`config.mk`:
```
export PLATFORM = sky130hd
export DESIGN_NAME = lbp_recog_ctrl_p
export DESIGN_NICKNAME = d
export VERILOG_FILES = /design/src/rtl/lbp_recog_ctrl_p.sv
export SDC_FILE = /design/constraint.sdc
export NUM_CORES = 1
export LEC_CHECK = 0
export BUFFER_PORTS_ARGS = -buffer_cell sky130_fd_sc_hd__buf_2
export CAP_MARGIN = 10
export CORE_UTILIZATION = 40
export DETAILED_ROUTE_END_ITERATION = 8
export GPL_ROUTABILITY_DRIVEN = 0
export SETUP_SLACK_MARGIN = 0.5
export SYNTH_ARGS = -nofsm -noshare
export SYNTH_HDL_FRONTEND = slang
export SYNTH_SLANG_ARGS = --single-unit
export TNS_END_PERCENT = 1
```
`constraint.sdc`:
```
create_clock -name clk -period 2.7 [get_ports clk]
set_input_delay 0.27 -clock clk [delete_from_list [all_inputs] [get_ports clk]]
set_output_delay 0.27 -clock clk [all_outputs]
set_load 0.1 [all_outputs]
```
`src/rtl/lbp_recog_ctrl_p.sv`:
```
// Top-level sequencer for the LBP face-recognition datapath: CLBP, a raster of HCU
// grids, then ID enrollment (train) or comparison (recognize), with watchdog and abort.
module lbp_recog_ctrl_p #(
  parameter int GRID_X  = 4,
  parameter int GRID_Y  = 4,
  parameter int GRID_W  = 4,
  parameter int ID_W    = 5,
  parameter int ADDR_W  = 8,
  parameter int MAX_IDS = 32,
  parameter int TIMEOUT = 1023,
  parameter int TO_W    = 10
) (
  input  logic              clk,
  input  logic              rst,
  input  logic              start,
  input  logic              mode,
  input  logic              id_valid,
  input  logic [ID_W-1:0]   id,
  input  logic              abort,
  output logic [ADDR_W-1:0] id_addr,
  output logic [ID_W-1:0]   id_wdata,
  output logic              id_wen,
  output logic              lbp_enable,
  input  logic              lbp_finish,
  output logic              ram_clbp,
  input  logic [GRID_W-1:0] gridX_i,
  input  logic [GRID_W-1:0] gridY_i,
  output logic              hcu_enable,
  output logic [GRID_W-1:0] gridX_o,
  output logic [GRID_W-1:0] gridY_o,
  input  logic              hcu_finish,
  output logic              comparator_enable,
  input  logic              comparator_finish,
  output logic              ram_comp,
  output logic              busy,
  output logic              done,
  output logic [2:0]        error,
  output logic [ADDR_W-1:0] enroll_count,
  output logic              full
);

  localparam logic [2:0] S_IDLE    = 3'd0;
  localparam logic [2:0] S_LBP     = 3'd1;
  localparam logic [2:0] S_HCU_RUN = 3'd2;
  localparam logic [2:0] S_HCU_GAP = 3'd3;
  localparam logic [2:0] S_ID_WR   = 3'd4;
  localparam logic [2:0] S_COMP    = 3'd5;
  localparam logic [2:0] S_FIN     = 3'd6;

  localparam logic [2:0] ERR_NONE     = 3'd0;
  localparam logic [2:0] ERR_TIMEOUT  = 3'd1;
  localparam logic [2:0] ERR_FULL     = 3'd2;
  localparam logic [2:0] ERR_EMPTY    = 3'd3;
  localparam logic [2:0] ERR_ABORT    = 3'd4;
  localparam logic [2:0] ERR_GRID     = 3'd5;

  logic [2:0]        state, state_nxt;
  logic [2:0]        error_nxt;
  logic              mode_q, mode_nxt;
  logic [ID_W-1:0]   id_q, id_nxt;
  logic [GRID_W-1:0] grid_x, grid_y, grid_x_nxt, grid_y_nxt;
  logic [TO_W-1:0]   wd_cnt;
  logic              wd_expired;
  logic              wd_counting;
  logic              last_x, last_y;

  // wd_cnt is 0 on the first cycle of a state, so the TIMEOUT-th cycle is the last one allowed
  assign wd_expired  = (wd_cnt == TO_W'(TIMEOUT - 1));
  assign wd_counting = (state == S_LBP) || (state == S_HCU_RUN) || (state == S_COMP);
  assign last_x      = (grid_x == GRID_W'(GRID_X - 1));
  assign last_y      = (grid_y == GRID_W'(GRID_Y - 1));

  always_comb begin
    state_nxt  = state;
    error_nxt  = error;
    mode_nxt   = mode_q;
    id_nxt     = id_q;
    grid_x_nxt = grid_x;
    grid_y_nxt = grid_y;
    if (state != S_IDLE && abort) begin
      state_nxt = S_IDLE;
      error_nxt = ERR_ABORT;
    end else begin
      case (state)
        S_IDLE: begin
          if (start && (mode || id_valid)) begin
            mode_nxt = mode;
            id_nxt   = id;
            if (!mode && full) begin
              error_nxt = ERR_FULL;
            end else if (mode && enroll_count == '0) begin
              error_nxt = ERR_EMPTY;
            end else begin
              error_nxt = ERR_NONE;
              state_nxt = S_LBP;
            end
          end
        end
        S_LBP: begin
          if (lbp_finish) begin
            state_nxt  = S_HCU_RUN;
            grid_x_nxt = '0;
            grid_y_nxt = '0;
          end else if (wd_expired) begin
            state_nxt = S_IDLE;
            error_nxt = ERR_TIMEOUT;
          end
        end
        S_HCU_RUN: begin
          if (hcu_finish) begin
            if (gridX_i != grid_x || gridY_i != grid_y) begin
              state_nxt = S_IDLE;
              error_nxt = ERR_GRID;
            end else begin
              state_nxt = S_HCU_GAP;
            end
          end else if (wd_expired) begin
            state_nxt = S_IDLE;
            error_nxt = ERR_TIMEOUT;
          end
        end
        S_HCU_GAP: begin
          if (last_x && last_y) begin
            state_nxt = mode_q ? S_COMP : S_ID_WR;
          end else if (last_x) begin
            grid_x_nxt = '0;
            grid_y_nxt = grid_y + GRID_W'(1);
            state_nxt  = S_HCU_RUN;
          end else begin
            grid_x_nxt = grid_x + GRID_W'(1);
            state_nxt  = S_HCU_RUN;
          end
        end
        S_ID_WR: state_nxt = S_FIN;
        S_COMP: begin
          if (comparator_finish) begin
            state_nxt = S_FIN;
          end else if (wd_expired) begin
            state_nxt = S_IDLE;
            error_nxt = ERR_TIMEOUT;
          end
        end
        S_FIN:   state_nxt = S_IDLE;
        default: state_nxt = S_IDLE;
      endcase
    end
  end

  // The enrollment write is unconditional once in ID_WR, so an abort there still counts it
  always_ff @(posedge clk or negedge rst) begin
    if (!rst) begin
      state        <= S_IDLE;
      error        <= ERR_NONE;
      mode_q       <= 1'b0;
      id_q         <= '0;
      grid_x       <= '0;
      grid_y       <= '0;
      wd_cnt       <= '0;
      enroll_count <= '0;
    end else begin
      state  <= state_nxt;
      error  <= error_nxt;
      mode_q <= mode_nxt;
      id_q   <= id_nxt;
      grid_x <= grid_x_nxt;
      grid_y <= grid_y_nxt;
      if (state == S_ID_WR)
        enroll_count <= enroll_count + ADDR_W'(1);
      if (state_nxt != state)
        wd_cnt <= '0;
      else if (wd_counting)
        wd_cnt <= wd_cnt + TO_W'(1);
    end
  end

  assign busy              = (state != S_IDLE);
  assign lbp_enable        = (state == S_LBP);
  assign ram_clbp          = (state == S_LBP);
  assign hcu_enable        = (state == S_HCU_RUN);
  assign comparator_enable = (state == S_COMP);
  assign ram_comp          = (state == S_COMP);
  assign id_wen            = (state == S_ID_WR);
  assign id_addr           = id_wen ? enroll_count : '0;
  assign id_wdata          = id_wen ? id_q : '0;
  assign done              = (state == S_FIN) && !abort;
  assign gridX_o           = grid_x;
  assign gridY_o           = grid_y;
  assign full              = ({1'b0, enroll_count} == (ADDR_W + 1)'(MAX_IDS));

endmodule

```
======== Yosys cells after proc, flatten, opt, wreduce, memory -nomap -nowiden ========
Index checks and enable logic that the tools add are counted.
cells by class
  $add $sub $neg .......................... 4
  eq/ne operators ......................... 20
  muxes and demuxes ....................... 33
  bitwise logic cells ..................... 1
  reduce and logical (&&, ||, !) cells .... 22
operators with widths
  kind                     count
  $mux W3                  16
  $mux W10                 2
  $mux W4                  5
  $pmux W3 S6              1
  $pmux W4 S2              2
  $pmux W3 S4              1
  $add A10 B1 Y10 const B  1
  $eq A10 B10 Y1 const B   1
  $reduce_and A5 Y1        2
  $eq A3 B3 Y1 const B     3
  $add A4 B1 Y4 const B    2
  $add A8 B1 Y8 const B    1
  $eq A4 B2 Y1 const B     2
  $eq A8 B6 Y1 const B     1
  $logic_not A8 Y1         1
  $mux W8                  1
  $ne A4 B4 Y1             2
  $eq A3 B2 Y1 const B     2
  $logic_and A1 B1 Y1      6
  $mux W2                  3
  $ne A3 B2 Y1 const B     2
  $mux W5                  1
  $reduce_bool A5 Y1       1
  $logic_or A1 B1 Y1       4
  14 further kinds         17
storage, ports and cells
  register bits after elaboration ......... 38
  input bits .............................. 22
  output and inout port bits .............. 41

======== Longest topological paths before layout ========
  depth in word-level cells ............... 9
  gate-level depth with buffers ........... 8

======== Least setup slack after synthesis ========
OpenSTA, ideal clock, no wires.
  kind .................................... flip-flop to output port
  from .................................... reg state[1]
  to ...................................... out done
  data arrival time ....................... 3.648 ns
  required time ........................... 2.430 ns
  slack ................................... -1.218 ns
  stages on the path, launching flop included .. 4
  buffers on the path ..................... 2
  cell sequence ........................... dfrtp_1 -> buf_4 -> clkbuf_1 -> nor4bb_1
on the way
  cells in the longest elaborated chain, start to end .. 2
ends and longest elaborated chain
  what                      line  source
  start: declaration        57    logic [2:0] state, state_nxt;
  start signal: assignment  161   state <= state_nxt;
  $eq A3 B3 Y1              185   assign done = (state == S_FIN) && !abort;
  $logic_and A1 B1 Y1       185
  end: declaration          36    output logic done,
No other way between the ends.

======== Final worst setup path ========
  from .................................... reg state[1]
  to ...................................... out id_addr[5]
on the way
  cells in the longest elaborated chain, start to end .. 2
ends and longest elaborated chain
  what              line  source
  $eq A3 B3 Y1      182   assign id_wen = (state == S_ID_WR);
  $mux W8           183   assign id_addr = id_wen ? enroll_count : '0;
  end: declaration  20    output logic [ADDR_W-1:0] id_addr,
No other way between the ends.

==> impl_metrics.yaml <==
clock_tree:
  cts_inserted_buffers: 5
  cts_tree: "built"
  clk_path_buf_depth: 2
  cts_num_sinks: 38
  clockRootBuffer: "clkbuf_8"
  clk_pin_slew_worst_paths_ns: 0.07
  htreeDepth: 2
  clock_latency_ns: 0.29
layout:
  diodes: 0
  fin_nets: 345
  fill_cells: 557
  final_common_cell: "buf_2"
  post-route-util_pct: 51.76
  area_growth_pct: 21.94
  final_layout_size_suffix_gt1_share_pct: 31.01
  layout_common_cells: "buf_2 (60), dfrtp_1 (38), nand2_1 (18), and2_1 (18), xnor2_1 (17)"
global_routing:
  grt_overflow: 0
  antenna_found_initial: 0
  grtUsageTotal_pct: 18.77
  grt_pass1_wl_um: 9156
  grt_max_degree: 39
  grt_pass1_vias: 1916
synth:
  syn_area_um2: 2395
  yosysWarnings: 0
  postSynthCellCount: 251
  synth-compound-area-share_pct: 12.28
  ys_seq_elements: 38
  synth-simple-area-share_pct: 27.32
  syn_nets: 279
  synth_top_family_by_area: "simple AND/OR/NAND/NOR gates"
  synth_cell_type_count: 57
  async_reset_ff_share_pct: 100.0
  synth_xor_area_share_pct: 10.24
  synth-seq-area-share_pct: 39.71
  synth.mux.area_fraction_pct: 3.710
  synthFlopType: "dfrtp_1"
  synth-edff-count: 0
  synth-adder-area-share_pct: 3.135
  synth.avg_cell_area_um2: 9.541
drt:
  drc: 0
  firstDrtPassIters: 4
  dr_total_vias: 2071
  wl_per_cell_um: 14.29
  antenna_left: 0
  wirelength_um: 5543
  drt_iter0_markers: 154
  vias_per_cell: 5.338
power_and_ir_drop:
  p_seq_share_pct: 32.4
  internal_power_uw: 1215
  combinationalPowerShare_pct: 51.1
  peakVddDrop_v: 0.0004336
  switchingPower_uw: 1140
  clkPwrFrac_pct: 16.4
  netSwitchingFraction_pct: 48.42
  p_leak_uw: 0.001418
  power_uw: 2356
  p_per_area_nw_per_um2: 806.6
critical_path:
  end_kind: "output pin"
  required_ns: 2.43
  cp_num_buf_inv: 3
  critPathMaxStageDelay_ns: 0.42
  crit_type: "flop to output pin"
  crit_path_start_kind: "flop"
  worst_path_dominant_cell_family: "buffers and inverters"
  crit_fanout: 18
  cp_slowest_cell: "buf_2"
  cp_common_cell: "buf_4"
  path_cells: "buf_4, nor3b_2, buf_4, and2_1, buf_2"
  cp_data_arrival_time_ns: 1.91
timing:
  hold_viol_final: 0
  setup_viol: 0
  clock.fmax_mhz: 459.7
  finalCritPeriodShare_pct: 80.57
  timing.hold.ws_ns: 0.09599
  rsz0062_at_grt: "true"
  slew_headroom_pct: 43.02
  tightest_slew_ns: 0.8547
  drv_slew: 0
  fin_crit_ns: 2.175
  skew_ns: 0.008749
die:
  rows: 27
  die_width_um: 79.38
  io_pins: 63
  fp.dieH_um: 79.38
  dieArea_um2: 6300
  core-area_um2: 5642
  start_util_pct: 42.45
outcome:
  status: "complete, no violations"
place:
  place_hpwl_um: 4116
  portBuffers: 62
job:
  maxCapViolCount: 0
worst_hold_path:
  min_path_type: "primary input to asynchronous set/reset pin"
==> layout make-up <==
| type | count | area [um^2] | area share (%) |
|---|---|---|---|
| multi-input combinational | 194 | 1378 | 47.17 |
| sequential | 38 | 950.9 | 32.56 |
| timing repair buffer | 70 | 387.9 | 13.28 |
| tap | 72 | 90.09 | 3.085 |
| clock buffer | 6 | 82.58 | 2.828 |
| inverter | 8 | 31.28 | 1.071 |
==> through the flow <==
step                worst slack [ns]  area (um^2)  instances  setup TNS, ns
floorplan                   -0.02239         2411        251        -0.2133
global placement              0.5797         2808        381              0
detailed placement            0.5920         2808        381              0
CTS                           0.5074         2893        387              0
global route                  0.4322         2920        388              0
finish                        0.5247         2920        388              0
==> layer usage <==
layer	wire (um)	GRT usage [%]
met1	2564	24.89
met2	2565	30.43
met3	372	4.686
met4	41	4.909
met5	0	0
==> synth_stat cells, drive strengths merged (3+ instances only) <==
library cell	instances	area (um^2)
dfrtp	38	950.9
nand2	19	78.82
and2	18	112.6
xnor2	17	148.9
nand3	14	70.07
nor2	13	56.30
xor2	11	96.34
nor3	10	50.05
o21ai	10	50.04
a21oi	7	35.03
and3	7	43.79
inv	7	26.28
mux2	7	78.83
nand4	7	43.79
clkbuf	6	22.52
ha	6	75.07
buf	5	32.53
a31oi	3	18.77
nand2b	3	18.77
nor3b	3	32.53
or3	3	23.77
or3b	3	28.78
==> power groups by stage <==
stage	registers (uW)	clock network (uW)	logic (uW)
CTS	765	398	1170
global placement	769	0	1170
floorplan	1030	0	672
finish	764	387	1200
detailed placement	776	0	1170
global route	784	426	1280
==> cell families (layout without fill, tap and decap cells) <==
kind of cell	count (synthesis)	count (layout)
AOI/OAI and AO/OA	40	40
adders and majority gates	6	6
buffers and inverters	19	84
DFF	38	38
and+or+nand+nor	112	112
muxes	8	8
xor gates and xnor gates	28	28
==> sequential cells by signal, indices dropped and copies added, names as in the netlist <==
name,count
enroll_count,8
error,3
gridX_o,4
gridY_o,4
id_q,5
mode_q,1
state,3
wd_cnt,10
==> path summary, 6_finish.rpt <==
kind	slack, ns	endpoint	depth (start not counted)	from
max in group asynchronous	2.07	wd_cnt[5]	1	rst
worst max register to register	0.61	error[0]	6	state[1]
min in group clk	0.22	id_q[0]	2	id[0]
worst max-delay path	0.52	id_addr[5]	5	state[1]
worst min-delay path	0.1	enroll_count[6]	1	rst
worst min register to register	0.51	id_q[0]	1	id_q[0]
==> timing repair <==
item                       4_1_cts  5_1_grt
buffers inserted                 0        1
pin swaps                        0        1
setup endpoints to repair        1       24
hold buffers                     0        0
gates resized for setup          1        2
Note: power is estimated with default switching activity, not from simulation.
